===== src/rtl/commit_pkg.sv =====
// Shared types for the multi-wide commit ring: the entry class enum and
// default sizing constants.
package commit_pkg;

    typedef enum logic [3:0] {
        COMMIT_NULL   = 4'd0,
        COMMIT_GPR    = 4'd1,
        COMMIT_GPR_IN = 4'd2,
        COMMIT_FPR    = 4'd3,
        COMMIT_FPR_IN = 4'd4,
        COMMIT_SW     = 4'd5,
        COMMIT_OUT    = 4'd6,
        COMMIT_B      = 4'd7,
        COMMIT_X      = 4'd8
    } commit_ring_entry;

    localparam int DEPTH_LOG2_DEF = 4;
    localparam int ISSUE_W_DEF    = 2;
    localparam int COMMIT_W_DEF   = 2;

endpackage


===== src/rtl/commit_ring_mw_if.sv =====
// Issue / commit / status bundle of the commit ring.
// The flush pair exists only when COMMIT_RING_FLUSH_EN is defined.
interface commit_ring_mw_if #(
    parameter int DEPTH_LOG2 = commit_pkg::DEPTH_LOG2_DEF,
    parameter int ISSUE_W    = commit_pkg::ISSUE_W_DEF,
    parameter int COMMIT_W   = commit_pkg::COMMIT_W_DEF
);
    import commit_pkg::*;

    logic [ISSUE_W-1:0]                     issue_valid;
    commit_ring_entry [ISSUE_W-1:0]         issue_type;
    logic [ISSUE_W-1:0]                     issue_ready;
    logic [ISSUE_W-1:0][DEPTH_LOG2-1:0]     issue_tag;
    logic [COMMIT_W-1:0]                    commit_valid;
    commit_ring_entry [COMMIT_W-1:0]        commit_type;
    logic [COMMIT_W-1:0]                    commit_ready;
    logic [COMMIT_W-1:0][DEPTH_LOG2-1:0]    commit_tag;
`ifdef COMMIT_RING_FLUSH_EN
    logic                                   flush_valid;
    logic [DEPTH_LOG2-1:0]                  flush_tag;
`endif
    logic                                   empty;
    logic                                   full;
    logic [DEPTH_LOG2:0]                    count;
    logic [DEPTH_LOG2:0]                    in_count;

`ifdef COMMIT_RING_FLUSH_EN
    modport master (output issue_valid, issue_type, commit_ready, flush_valid, flush_tag,
                    input  issue_ready, issue_tag, commit_valid, commit_type, commit_tag,
                           empty, full, count, in_count);
    modport slave  (input  issue_valid, issue_type, commit_ready, flush_valid, flush_tag,
                    output issue_ready, issue_tag, commit_valid, commit_type, commit_tag,
                           empty, full, count, in_count);
`else
    modport master (output issue_valid, issue_type, commit_ready,
                    input  issue_ready, issue_tag, commit_valid, commit_type, commit_tag,
                           empty, full, count, in_count);
    modport slave  (input  issue_valid, issue_type, commit_ready,
                    output issue_ready, issue_tag, commit_valid, commit_type, commit_tag,
                           empty, full, count, in_count);
`endif

endinterface


===== src/rtl/prefix_accept.sv =====
// Contiguous-prefix handshake: slot k fires only if every slot 0..k has
// valid && ready. Returns the firing mask and its population count.
module prefix_accept #(
    parameter int W  = 2,
    parameter int CW = $clog2(W + 1)
) (
    input  logic [W-1:0]  valid_i,
    input  logic [W-1:0]  ready_i,
    output logic [W-1:0]  mask_o,
    output logic [CW-1:0] cnt_o
);

    logic run;

    // Walk from the oldest slot; the first gap stops everything after it.
    always_comb begin
        run    = 1'b1;
        mask_o = '0;
        cnt_o  = '0;
        for (int k = 0; k < W; k++) begin
            run       = run & valid_i[k] & ready_i[k];
            mask_o[k] = run;
            cnt_o     = cnt_o + CW'(run);
        end
    end

endmodule


===== src/rtl/commit_ring_mw.sv =====
// Multi-wide in-order commit ring. Records the commit class of issued
// instructions and presents the COMMIT_W oldest to the commit units.
// All 2**DEPTH_LOG2 entries usable; a count register separates full/empty.
// Optional branch-mispredict squash: define COMMIT_RING_FLUSH_EN.
module commit_ring_mw
    import commit_pkg::*;
#(
    parameter int DEPTH_LOG2 = DEPTH_LOG2_DEF,
    parameter int ISSUE_W    = ISSUE_W_DEF,
    parameter int COMMIT_W   = COMMIT_W_DEF
) (
    input  logic            clk,
    input  logic            reset_n,
    commit_ring_mw_if.slave bus
);

    localparam int N     = 1 << DEPTH_LOG2;
    localparam int CNT_W = DEPTH_LOG2 + 1;
    localparam int ICW   = $clog2(ISSUE_W + 1);
    localparam int CCW   = $clog2(COMMIT_W + 1);

    typedef logic [DEPTH_LOG2-1:0] ptr_t;
    typedef logic [CNT_W-1:0]      cnt_t;

    commit_ring_entry    entry_q [N];
    commit_ring_entry    entry_d [N];
    ptr_t                iptr_q, iptr_d, cptr_q, cptr_d;
    cnt_t                count_q, count_d;
    cnt_t                free_slots, in_cnt;
    logic [ISSUE_W-1:0]  iready, imask;
    logic [ICW-1:0]      icnt;
    logic [COMMIT_W-1:0] cready, cmask;
    logic [CCW-1:0]      ccnt;
    logic                flush_act;

    // Issue side only sees the registered count, so a slot freed by a
    // commit this cycle is not reused until the next one.
    assign free_slots = cnt_t'(N) - count_q;

`ifdef COMMIT_RING_FLUSH_EN
    ptr_t fage;  // age of the kept branch relative to the head
    assign flush_act = bus.flush_valid;
    assign fage      = bus.flush_tag - cptr_q;
`else
    assign flush_act = 1'b0;
`endif

    for (genvar k = 0; k < ISSUE_W; k++) begin : g_iss
        assign bus.issue_tag[k] = iptr_q + ptr_t'(k);
        assign iready[k]        = (free_slots > cnt_t'(k)) && !flush_act;
    end
    assign bus.issue_ready = iready;

    for (genvar k = 0; k < COMMIT_W; k++) begin : g_com
        assign bus.commit_tag[k]   = cptr_q + ptr_t'(k);
        assign bus.commit_type[k]  = entry_q[bus.commit_tag[k]];
        assign bus.commit_valid[k] = (count_q > cnt_t'(k)) &&
                                     (entry_q[bus.commit_tag[k]] != COMMIT_NULL);
`ifdef COMMIT_RING_FLUSH_EN
        // Entries younger than the kept branch are being squashed; they must
        // not retire alongside it.
        assign cready[k] = bus.commit_ready[k] && (!flush_act || ptr_t'(k) <= fage);
`else
        assign cready[k] = bus.commit_ready[k];
`endif
    end

    prefix_accept #(.W(ISSUE_W)) u_issue_acc (
        .valid_i (bus.issue_valid),
        .ready_i (iready),
        .mask_o  (imask),
        .cnt_o   (icnt)
    );

    prefix_accept #(.W(COMMIT_W)) u_commit_acc (
        .valid_i (bus.commit_valid),
        .ready_i (cready),
        .mask_o  (cmask),
        .cnt_o   (ccnt)
    );

    // Next ring state: retire, then write new entries, then optional squash.
    always_comb begin
        entry_d = entry_q;
        for (int k = 0; k < COMMIT_W; k++)
            if (cmask[k]) entry_d[bus.commit_tag[k]] = COMMIT_NULL;
        for (int k = 0; k < ISSUE_W; k++)
            if (imask[k]) entry_d[bus.issue_tag[k]] = bus.issue_type[k];
        cptr_d  = cptr_q + ptr_t'(ccnt);
        iptr_d  = iptr_q + ptr_t'(icnt);
        count_d = count_q + cnt_t'(icnt) - cnt_t'(ccnt);
`ifdef COMMIT_RING_FLUSH_EN
        if (flush_act) begin
            for (int i = 0; i < N; i++) begin
                if ((cnt_t'(ptr_t'(i) - cptr_q) < count_q) && ((ptr_t'(i) - cptr_q) > fage))
                    entry_d[i] = COMMIT_NULL;
            end
            iptr_d  = bus.flush_tag + ptr_t'(1);
            count_d = cnt_t'(fage) + cnt_t'(1) - cnt_t'(ccnt);
        end
`endif
    end

    // Ring state registers; reset wins over every other update.
    always_ff @(posedge clk) begin
        if (!reset_n) begin
            iptr_q  <= '0;
            cptr_q  <= '0;
            count_q <= '0;
            for (int i = 0; i < N; i++) entry_q[i] <= COMMIT_NULL;
        end else begin
            iptr_q  <= iptr_d;
            cptr_q  <= cptr_d;
            count_q <= count_d;
            entry_q <= entry_d;
        end
    end

    // Live count of input-class entries; dead slots always hold COMMIT_NULL.
    always_comb begin
        in_cnt = '0;
        for (int i = 0; i < N; i++)
            if (entry_q[i] == COMMIT_GPR_IN || entry_q[i] == COMMIT_FPR_IN)
                in_cnt = in_cnt + cnt_t'(1);
    end

    assign bus.empty    = (count_q == '0);
    assign bus.full     = (count_q == cnt_t'(N));
    assign bus.count    = count_q;
    assign bus.in_count = in_cnt;

    // Issue and retire never touch the same slot; a flush must keep a live entry.
    always_ff @(posedge clk) begin
        if (reset_n) begin
            for (int k = 0; k < ISSUE_W; k++)
                for (int j = 0; j < COMMIT_W; j++)
                    if (imask[k] && cmask[j])
                        assert (bus.issue_tag[k] != bus.commit_tag[j]);
`ifdef COMMIT_RING_FLUSH_EN
            if (flush_act) assert (cnt_t'(fage) < count_q);
`endif
        end
    end

endmodule


===== src/flat_wrapper.sv =====
// flat-port wrapper written by rule: the top's interface ports become plain ports
module commit_ring_mw_flat import commit_pkg::*;
#(
    parameter int DEPTH_LOG2 = DEPTH_LOG2_DEF,
    parameter int ISSUE_W    = ISSUE_W_DEF,
    parameter int COMMIT_W   = COMMIT_W_DEF
)
  (clk, reset_n, bus_issue_valid, bus_issue_type, bus_commit_ready, bus_issue_ready, bus_issue_tag, bus_commit_valid, bus_commit_type, bus_commit_tag, bus_empty, bus_full, bus_count, bus_in_count);
  commit_ring_mw_if #(.DEPTH_LOG2(DEPTH_LOG2), .ISSUE_W(ISSUE_W), .COMMIT_W(COMMIT_W)) bus_i ();
  input  logic clk;
  input  logic reset_n;
  input wire logic [$bits(bus_i.issue_valid)-1:0] bus_issue_valid;
  input wire logic [$bits(bus_i.issue_type)-1:0] bus_issue_type;
  input wire logic [$bits(bus_i.commit_ready)-1:0] bus_commit_ready;
  output wire logic [$bits(bus_i.issue_ready)-1:0] bus_issue_ready;
  output wire logic [$bits(bus_i.issue_tag)-1:0] bus_issue_tag;
  output wire logic [$bits(bus_i.commit_valid)-1:0] bus_commit_valid;
  output wire logic [$bits(bus_i.commit_type)-1:0] bus_commit_type;
  output wire logic [$bits(bus_i.commit_tag)-1:0] bus_commit_tag;
  output wire logic [$bits(bus_i.empty)-1:0] bus_empty;
  output wire logic [$bits(bus_i.full)-1:0] bus_full;
  output wire logic [$bits(bus_i.count)-1:0] bus_count;
  output wire logic [$bits(bus_i.in_count)-1:0] bus_in_count;
  assign bus_i.issue_valid = bus_issue_valid;
  assign bus_i.issue_type = bus_issue_type;
  assign bus_i.commit_ready = bus_commit_ready;
  assign bus_issue_ready = bus_i.issue_ready;
  assign bus_issue_tag = bus_i.issue_tag;
  assign bus_commit_valid = bus_i.commit_valid;
  assign bus_commit_type = bus_i.commit_type;
  assign bus_commit_tag = bus_i.commit_tag;
  assign bus_empty = bus_i.empty;
  assign bus_full = bus_i.full;
  assign bus_count = bus_i.count;
  assign bus_in_count = bus_i.in_count;
  commit_ring_mw #(.DEPTH_LOG2(DEPTH_LOG2), .ISSUE_W(ISSUE_W), .COMMIT_W(COMMIT_W)) u_core (.clk(clk), .reset_n(reset_n), .bus(bus_i));
endmodule

===== config.mk =====
export PLATFORM = sky130hd
export DESIGN_NAME = commit_ring_mw_flat
export DESIGN_NICKNAME = d
export VERILOG_FILES = /design/src/rtl/commit_pkg.sv /design/src/rtl/commit_ring_mw_if.sv /design/src/rtl/prefix_accept.sv /design/src/rtl/commit_ring_mw.sv /design/src/flat_wrapper.sv
export SDC_FILE = /design/constraint.sdc
export NUM_CORES = 1
export LEC_CHECK = 0
export ABC_AREA = 1
export CELL_PAD_IN_SITES_DETAIL_PLACEMENT = 0
export CELL_PAD_IN_SITES_GLOBAL_PLACEMENT = 1
export CORE_MARGIN = 2
export CORE_UTILIZATION = 37
export DETAILED_ROUTE_END_ITERATION = 10
export GPL_TIMING_DRIVEN = 0
export PLACE_DENSITY = 0.79
export SYNTH_ARGS = -nofsm -noshare
export SYNTH_HDL_FRONTEND = slang
export SYNTH_SLANG_ARGS = --single-unit

===== constraint.sdc =====
create_clock -name clk -period 24.1 [get_ports clk]
set_input_delay 6.025 -clock clk [delete_from_list [all_inputs] [get_ports clk]]
set_output_delay 6.025 -clock clk [all_outputs]
set_load 0.03 [all_outputs]

==> results.tsv, run 1 <==
stage	metric	value	unit
clocking	post_cts_buffers	0	
floorplan	core_region_area	21090	sq um
finish	final_common_cell	inv_1	
synthesis	avgSynthCellArea	5.997	sq um
sta	min_period_over_period	0.6138	
critical_path	crit_arrival	8.77	ns
finish	final_util	0.4341	
clocking	clkTransAtPathRegs	0.06	ns
grt	grt_remaining_overflow	0	
synthesis	synth_adder_area_share	0.08075	
grt	grt_max_degree	15	
sta	fmax	67.60	MHz
grt	grt_pass1_wl	48610	um
sta	slew_viol_final	0	
sta	period_needed	14.79	ns
finish	final_cell_mix	231 x inv_1, 224 x nand2_1, 178 x nor2_1	
synthesis	syn_area	7964	sq um
placed_design	numPortBuffers	53	
floorplan	dieArea	22710	sq um
synthesis	yosys-mux-area-fraction	0	
synthesis	yosys_register_bits	77	
critical_path	critPathKind	flip-flop to output pin	
clocking	htreeDepth	3	
floorplan	die_y	150.7	um
worst_hold_path	hp-class	flip-flop to flip-flop	
critical_path	cp_common_cell	nand2_1	
sta	hold_violations	0	
placed_design	gp_congestion	1.030	
synthesis	synth_top_family_by_area	simple AND/OR/NAND/NOR gates	
sta	slew_headroom	0.1445	
finish	n_antenna_cell	0	
critical_path	worstPathRequired	18.07	ns
synthesis	synth_edf_count	0	
synthesis	synth-simple-area-share	0.3460	
critical_path	crit_path_end_kind	output pin	
synthesis	synth_compound_area_frac	0.2322	
run_status	status	finished clean	
sta	rsz0062_at_grt	false	
floorplan	start_util	0.3777	
synthesis	ys.flop_type	dfxtp_1	
grt	grt.total_usage	0.2834	
finish	drive_gt1_frac	0.07736	
critical_path	cpLargestDelayFamily	simple AND/OR/NAND/NOR gates	
clocking	cts_resized	0	
synthesis	synth_xor_area_frac	0.01320	
placed_design	dp_hpwl	23920	um
synthesis	synth_nets	1391	
power	power.switching	553.3	uW
power	power_frac_seq	0.160	
finish	nFillCells	2367	
placed_design	placed_area	8838	sq um
floorplan	row_count	53	
clocking	cts_buffers	9	
power	power_per_cell_area	111.9	nW/um^2
routing	wirelength	31270	um
floorplan	pin_count	54	
power	p_comb_frac	0.691	
routing	dr.pass1.iters	6	
critical_path	crit_slowest_cell	clkdlybuf4s50_1	
sta	fin_ws	9.308	ns
clocking	worstSkewPairLatency	0.36	ns
synthesis	synthArstFlopShare	0	
power	ir_worst_vdd	0.00008049	V
routing	ant_nets	0	
routing	drt-initial-drc-count	798	
grt	antenna_found_initial	0	
finish	final_area	9154	sq um
critical_path	critPathMaxStageDelay	0.66	ns
power	leakage	0.004139	uW
finish	final_nets	1455	
synthesis	yosysSeqAreaShare	0.1936	
sta	fin_worst_skew	0.008249	ns
power	power.total	1024	uW
synthesis	yosys_warnings	0	
sta	setup_viol	0	
clocking	cts_hold_buffers	0	
synthesis	syn_inst	1328	
routing	wl_per_cell	18.71	um
power	p_int	470.6	uW
placed_design	dp_slack	9.693	ns
sta	tns	0	ns
clocking	cts.path.max_buffers	2	
synthesis	ys_types	37	
power	swShare	0.5404	
job	drv_cap	0	
finish	area_growth	14.94	%
grt	grt_pass1_vias	8608	
routing	via_per_inst	5.466	
clocking	cts_num_sinks	77	
sta	worst-slew-pin-transition	1.272	ns
floorplan	dieWidth	150.7	um
power	clockPowerShare	0.149	
routing	via_count	9134	
critical_path	crit_buf_inv	4	
critical_path	worstPathMaxFanout	4	
clocking	cts_tree	done	
routing	drc	0	
clocking	cts_root_buffer	clkbuf_16	
critical_path	cp-start-kind	flip-flop	
cells by family after synthesis:
| group | Yosys count |
|---|---|
| DFF | 77 |
| xor gates and xnor gates | 12 |
| AOI/OAI and AO/OA | 321 |
| buffers and inverters | 284 |
| adders and majority gates | 49 |
| and+or+nand+nor | 585 |
synthesized netlist by cell type, drive strengths merged (10+ instances only):
| library cell | count | area (sq um) |
|---|---|---|
| nand4 | 15 | 100.1 |
| ha | 45 | 563.0 |
| clkbuf | 30 | 112.6 |
| nand3 | 98 | 623.1 |
| xor2 | 10 | 87.58 |
| nor2 | 183 | 714.4 |
| nand2 | 263 | 1145 |
| dfxtp | 77 | 1541 |
| o21ai | 133 | 665.6 |
| nor4 | 11 | 81.32 |
| inv | 246 | 923.4 |
| a21oi | 117 | 585.6 |
| a221oi | 54 | 473.0 |
layer usage:
| metal | vias to the layer above | part of all wire | GRT usage |
|---|---|---|---|
| li1 | 4497 | - | - |
| met1 | 4190 | 0.44 | 0.3812 |
| met2 | 380 | 0.44 | 0.4518 |
| met3 | 67 | 0.079 | 0.04970 |
| met4 | 0 | 0.041 | 0.1093 |
| met5 | - | 0 | 0 |
sequential cells by signal, indices dropped and copies added, names as in the netlist:
name	count
u_core.iptr_q	4
u_core.bus.count	5
u_core.entry_q	64
u_core.cptr_q	4
worst register-to-register path, stage by stage, from the launching register on:
cell	delay, ns
dfxtp_1	0.39
buf_2	0.24
inv_1	0.13
clkbuf_1	0.53
buf_1	0.78
ha_1	0.45
clkbuf_1	0.54
a21oi_1	0.08
o21ai_0	0.11
o21ai_0	0.15
nand2_1	0.10
nand4_1	0.17
nor4_1	0.90
a311oi_2	0.08
nand3_1	0.24
inv_1	0.07
ha_1	0.30
ha_1	0.28
inv_1	0.06
ha_1	0.15
inv_1	0.05
fa_1	0.41
nor3_1	0.20
a211oi_1	0.08
o21ai_0	0.15
a21oi_1	0.06
layout make-up:
type | instances | area, sq um | share of cell area
inverter | 247 | 927.1 | 0.1013
multi-input combinational | 967 | 5353 | 0.5847
tap | 275 | 344.1 | 0.03759
clock buffer | 11 | 242.7 | 0.02652
buffer | 37 | 142.6 | 0.01558
sequential | 77 | 1541 | 0.1684
clock inverter | 4 | 72.57 | 0.007928
timing repair buffer | 53 | 530.5 | 0.05796
per-stage QoR:
| step | hold WS (ns) | cells |
|---|---|---|
| global route | 0.5513 | 1671 |
| floorplan | 0.4854 | 1328 |
| CTS | 0.5244 | 1671 |
| global placement | 0.5103 | 1656 |
| detailed placement | 0.5161 | 1656 |
| finish | 0.5252 | 1671 |
final timing paths:
path	from	slack, ns	end	depth (start not counted)
max	u_core.entry_q[63]	9.31	bus_in_count[4]	48
min	u_core.entry_q[43]	0.53	u_core.entry_q[43]	2
max reg2reg	u_core.cptr_q[0]	17.31	u_core.bus.count[4]	25
min reg2reg	u_core.entry_q[43]	0.53	u_core.entry_q[43]	2
power groups by stage:
stage                     sequential, uW  clock [uW]  combinational [uW]
after CTS                            163         152                 705
final                                164         152                 708
after global routing                 166         157                 795
after global placement               166           0                 693
after floorplan                      171           0                 486
after detailed placement             166           0                 701
(Power assumes the default switching activity.)
==> run 2, diff against run 1 <==
Settings changed: PLACE_DENSITY 0.79 to 0.82.
Clock period 24.1 ns to 13.3 ns, I/O delays scaled along.
==> results.tsv, run 2 (synthesis results as in run 1) <==
stage	metric	value	unit	change
critical_path	r2r-end	u_core.bus.count[4]		
run_status	status	finished clean		
grt	antenna_found_initial	0		unchanged
critical_path	worstPathMaxFanout	4		unchanged
clocking	worstSkewPairLatency	0.36	ns	about the same
clocking	post_cts_buffers	0		unchanged
grt	grt_remaining_overflow	0		unchanged
critical_path	crit_slowest_cell	clkdlybuf4s50_1		
floorplan	start_util	0.3777		unchanged
critical_path	rr_worst_depth	22		-12%
clocking	cts_num_sinks	77		unchanged
placed_design	gp_congestion	1.056		+2.5%
routing	drc	0		unchanged
finish	drive_gt1_frac	0.07736		unchanged
floorplan	dieArea	22710	sq um	unchanged
routing	drt-initial-drc-count	1005		+26%
sta	tns	0	ns	unchanged
grt	grt_max_degree	15		unchanged
floorplan	core_region_area	21090	sq um	unchanged
placed_design	numPortBuffers	53		unchanged
power	ir_worst_vdd	0.0001575	V	+96%
clocking	cts_tree	done		
finish	nFillCells	2340		-1.1%
worst_hold_path	hp-class	flip-flop to flip-flop		
job	drv_cap	0		unchanged
power	leakage	0.004128	uW	-0.26%
finish	area_growth	14.77	%	
routing	wl_met3	2883	um	+17%
sta	slew_viol_final	0		unchanged
routing	top_layer	met4		
power	power_per_cell_area	201.8	nW/um^2	+80%
finish	final_common_cell	inv_1		
critical_path	critPathMaxStageDelay	0.66	ns	about the same
critical_path	rr_startpoint	u_core.cptr_q[0]		
critical_path	rrSetupSlack	6.70	ns	-10.61 ns
placed_design	dp_hpwl	23680	um	-1.0%
clocking	cts_hold_buffers	0		unchanged
finish	regMostFlops	u_core.entry_q		
routing	ant_nets	0		unchanged
grt	grt_pass1_wl	47340	um	-2.6%
finish	final_nets	1455		unchanged
clocking	cts_buffers	9		unchanged
sta	worst-slew-pin-transition	1.215	ns	-0.05666 ns
critical_path	cp-startpoint	u_core.entry_q[63]		
sta	fin_worst_skew	0.008018	ns	-0.0002314 ns
floorplan	row_count	53		unchanged
sta	setup_viol	0		unchanged
finish	final_cell_mix	231 x inv_1, 224 x nand2_1, 178 x nor2_1		
routing	wirelength	31240	um	about the same
critical_path	crit_path_end_kind	output pin		
critical_path	crit_arrival	8.97	ns	+0.20 ns
clocking	htreeDepth	3		unchanged
floorplan	dieWidth	150.7	um	unchanged
finish	n_antenna_cell	0		unchanged
sta	slew_headroom	0.1826		+0.03812
sta	whs	0.5370	ns	+0.01184 ns
critical_path	cp-start-kind	flip-flop		
sta	period_needed	12.29	ns	
clocking	clkTransAtPathRegs	0.06	ns	about the same
routing	wl_per_cell	18.70	um	about the same
critical_path	worstPathRequired	9.97	ns	-8.10 ns
finish	largest_register_ffs	64		unchanged
sta	fmax	81.35	MHz	
grt	grt.total_usage	0.2780		-0.005399
clocking	cts_resized	0		unchanged
critical_path	endpoint	bus_in_count[4]		
grt	grt_pass1_vias	8473		-1.6%
routing	m1WireLength	13630	um	-1.6%
routing	via_per_inst	5.473		+0.13%
routing	via_count	9146		+0.13%
floorplan	die_y	150.7	um	unchanged
sta	rsz0062_at_grt	false		
clocking	cts_root_buffer	clkbuf_16		
routing	dr.pass1.iters	6		unchanged
routing	met2_length	13520	um	-1.3%
critical_path	critPathKind	flip-flop to output pin		
floorplan	pin_count	54		unchanged
sta	min_period_over_period	0.9243		
sta	hold_violations	0		unchanged
critical_path	cp_common_cell	nand2_1		
clocking	cts.path.max_buffers	2		unchanged
-- run 2: cell count changes in the layout (fill, tap and decap cells not counted), sizes merged --
cell,change
clkinvlp,+1
clkbuf,+1
bufinv,-1
clkinv,-1
-- run 2: report_power, final --
part | internal [uW] | switching (uW) | leakage, uW
Sequential | 259 | 36.3 | 0.000624
Clock | 155 | 111 | 0.000141
Combinational | 424 | 859 | 0.00336
-- run 2: cell type report --
cell class	count	area, sq um	area share
plain buffers	37	142.6	0.01561
clock buffers	12	256.5	0.02806
clock inverters	3	45.04	0.004928
inverters	247	927.1	0.1014
multi-input cells	967	5353	0.5856
flip-flops and latches	77	1541	0.1687
well taps	275	344.1	0.03765
repair buffers	53	530.5	0.05804
-- run 2: worst min-delay path by stage --
| stage | startpoint | endpoint | slack [ns] | depth (start not counted) |
|---|---|---|---|---|
| after floorplan | u_core.entry_q[43] | u_core.entry_q[43] | 0.49 | 2 |
| after global placement | u_core.entry_q[43] | u_core.entry_q[43] | 0.51 | 2 |
| after detailed placement | u_core.entry_q[43] | u_core.entry_q[43] | 0.52 | 2 |
| after CTS | u_core.entry_q[43] | u_core.entry_q[43] | 0.53 | 2 |
| after global routing | u_core.entry_q[43] | u_core.entry_q[43] | 0.55 | 2 |
| final | u_core.entry_q[59] | u_core.entry_q[59] | 0.54 | 2 |
-- run 2: worst max-delay path, delay by kind of cell (launching register included) --
family | cells | cell delay [ns]
fa+ha+maj | 9 | 2.39
flops | 1 | 0.38
buf+inv | 4 | 0.97
simple gates | 23 | 3.26
compound gates | 9 | 1.19
xor+xnor | 3 | 0.42
-- run 2: metal layers --
| metal | up-vias | GRT usage |
|---|---|---|
| met2 | 421 | 0.4380 |
| met4 | 0 | 0.1234 |
| met3 | 69 | 0.04697 |
| li1 | 4498 | - |
| met5 | - | 0 |
| met1 | 4158 | 0.3728 |
-- run 2: per-stage QoR --
step | total power [uW] | setup WS (ns) | cells | utilization | cell area [sq um]
final | 1845 | 1.007 | 1671 | 0.4334 | 9140
after global routing | 1999 | 0.3251 | 1671 | 0.4334 | 9140
after CTS | 1831 | 1.002 | 1671 | 0.4334 | 9140
after detailed placement | 1563 | 1.412 | 1656 | 0.4191 | 8838
after global placement | 1550 | 1.536 | 1656 | 0.4191 | 8838
after floorplan | 1192 | 2.912 | 1328 | - | 7964
==> run 3, diff against run 2 <==
Settings changed: SLEW_MARGIN set to 20.
==> results.tsv, run 3 (synthesis results as in run 1) <==
stage	metric	value	unit	change
worst_hold_path	hold_start	u_core.entry_q[59]		
finish	drive_gt1_frac	0.07880		+0.001433
power	leakage	0.004131	uW	about the same
critical_path	crit_arrival	8.97	ns	about the same
routing	drc	0		unchanged
clocking	cts_buffers	9		unchanged
power	ir_worst_vdd	0.0001572	V	-0.20%
power	power_per_cell_area	201.7	nW/um^2	about the same
clocking	cts_hold_buffers	0		unchanged
grt	grtUsageMet2	0.4380		unchanged
sta	setup_viol	0		unchanged
finish	final_cell_mix	231 x inv_1, 224 x nand2_1, 178 x nor2_1		
grt	use_met1	0.3728		unchanged
critical_path	rr_worst_depth	22		unchanged
sta	fmax	81.35	MHz	about the same
finish	largest_register_ffs	64		unchanged
floorplan	dieWidth	150.7	um	unchanged
floorplan	row_count	53		unchanged
routing	wirelength	31440	um	+0.62%
floorplan	pin_count	54		unchanged
routing	drt-initial-drc-count	1031		+2.6%
critical_path	cpLargestDelayFamily	simple AND/OR/NAND/NOR gates		
placed_design	numPortBuffers	53		unchanged
sta	slew_headroom	0.3336		+0.1510
critical_path	r2r-end	u_core.bus.count[4]		
critical_path	rrSetupSlack	6.65	ns	-0.05 ns
floorplan	die_y	150.7	um	unchanged
sta	hold_violations	0		unchanged
routing	via_count	9220		+0.81%
grt	grt.total_usage	0.2780		unchanged
grt	grt_max_degree	15		unchanged
clocking	cts.path.max_buffers	2		unchanged
placed_design	gp_congestion	1.056		unchanged
worst_hold_path	hold_path_end	u_core.entry_q[59]		
grt	grt.met3_usage	0.04697		unchanged
placed_design	dp_hpwl	23680	um	unchanged
critical_path	rr_startpoint	u_core.cptr_q[0]		
sta	period_needed	12.29	ns	-0.00001000 ns
floorplan	dieArea	22710	sq um	unchanged
grt	grt_pass1_wl	47340	um	unchanged
routing	via_per_inst	5.518		+0.81%
clocking	cts_num_sinks	77		unchanged
critical_path	crit_slowest_cell	clkdlybuf4s50_1		
run_status	status	finished clean		
critical_path	worstPathRequired	9.97	ns	about the same
grt	grt_pass1_vias	8473		unchanged
clocking	post_cts_buffers	0		unchanged
critical_path	worstPathMaxFanout	4		unchanged
clocking	clkTransAtPathRegs	0.07	ns	about the same
clocking	cts_tree	done		
critical_path	critPathMaxStageDelay	0.66	ns	about the same
finish	regMostFlops	u_core.entry_q		
grt	antenna_found_initial	0		unchanged
placed_design	placed_cells	1656		unchanged
critical_path	crit_path_end_kind	output pin		
sta	slew_viol_final	0		unchanged
worst_hold_path	hp-class	flip-flop to flip-flop		
sta	worst-slew-pin-transition	0.9905	ns	-0.2244 ns
worst_hold_path	hold_depth	2		unchanged
routing	wl_per_cell	18.81	um	+0.62%
floorplan	core_region_area	21090	sq um	unchanged
finish	final_nets	1455		unchanged
critical_path	crit_buf_inv	4		unchanged
critical_path	cp_common_cell	nand2_1		
clocking	cts_root_buffer	clkbuf_16		
sta	min_period_over_period	0.9243		about the same
routing	dr.pass1.iters	5		-1
floorplan	start_util	0.3777		unchanged
critical_path	critPathKind	flip-flop to output pin		
finish	instances_no_fill	1671		unchanged
sta	fin_worst_skew	0.008491	ns	+0.0004732 ns
sta	rsz0062_at_grt	false		
clocking	worstSkewPairLatency	0.36	ns	about the same
finish	final_common_cell	inv_1		
grt	busiest_layer	met2		
grt	grt_remaining_overflow	0		unchanged
finish	n_antenna_cell	0		unchanged
clocking	cts_resized	0		unchanged
finish	area_growth	14.93	%	
sta	whs	0.5364	ns	-0.0006000 ns
sta	tns	0	ns	unchanged
job	drv_cap	0		unchanged
routing	ant_nets	0		unchanged
clocking	htreeDepth	3		unchanged
critical_path	cp-start-kind	flip-flop		
-- run 3: worst max-delay path by stage --
stage                                   from               to  slack [ns]  cells after the start
after detailed placement  u_core.entry_q[63]  bus_in_count[4]        1.41                     48
after CTS                 u_core.entry_q[63]  bus_in_count[4]        1.00                     48
after floorplan           u_core.entry_q[63]  bus_in_count[4]        2.91                     47
final                     u_core.entry_q[63]  bus_in_count[4]        1.01                     48
after global placement    u_core.entry_q[63]  bus_in_count[4]        1.54                     48
after global routing      u_core.entry_q[63]  bus_in_count[4]        0.33                     48
-- run 3: routing by layer --
metal | part of all wire | up-vias | wire length, um
met4 | 0.042 | 0 | 1323
met2 | 0.43 | 438 | 13510
met1 | 0.44 | 4201 | 13710
met3 | 0.092 | 82 | 2891
met5 | 0 | - | 0
li1 | - | 4499 | -
-- run 3: layout make-up --
class,count,area (sq um)
buffer,37,142.6
fill,2341,11940
multi-input combinational,967,5365
clock buffer,12,256.5
tap,275,344.1
sequential,77,1541
clock inverter,3,45.04
inverter,247,927.1
timing repair buffer,53,530.5
-- run 3: report_power, final --
group	switching [uW]	leakage [uW]	internal, uW	total, uW
Clock	111	0.000141	155	266
Combinational	860	0.00337	424	1280
Sequential	36.6	0.000624	259	296
-- run 3: tightest hold or removal path, delay by kind of cell (launching register included) --
family / cells / cell delay, ns
AOI/OAI and AO/OA: 1 / 0.07
and+or+nand+nor: 1 / 0.08
DFF: 1 / 0.33
-- run 3: stage by stage --
step           worst slack [ns]  power (uW)  area (sq um)    util
3_3_place_gp              1.536        1550          8838  0.4191
6_report                  1.007        1846          9153  0.4340
5_1_grt                  0.3264        1999          9153  0.4340
3_5_place_dp              1.412        1563          8838  0.4191
4_1_cts                   1.002        1831          9140  0.4334
2_1_floorplan             2.912        1192          7964       -
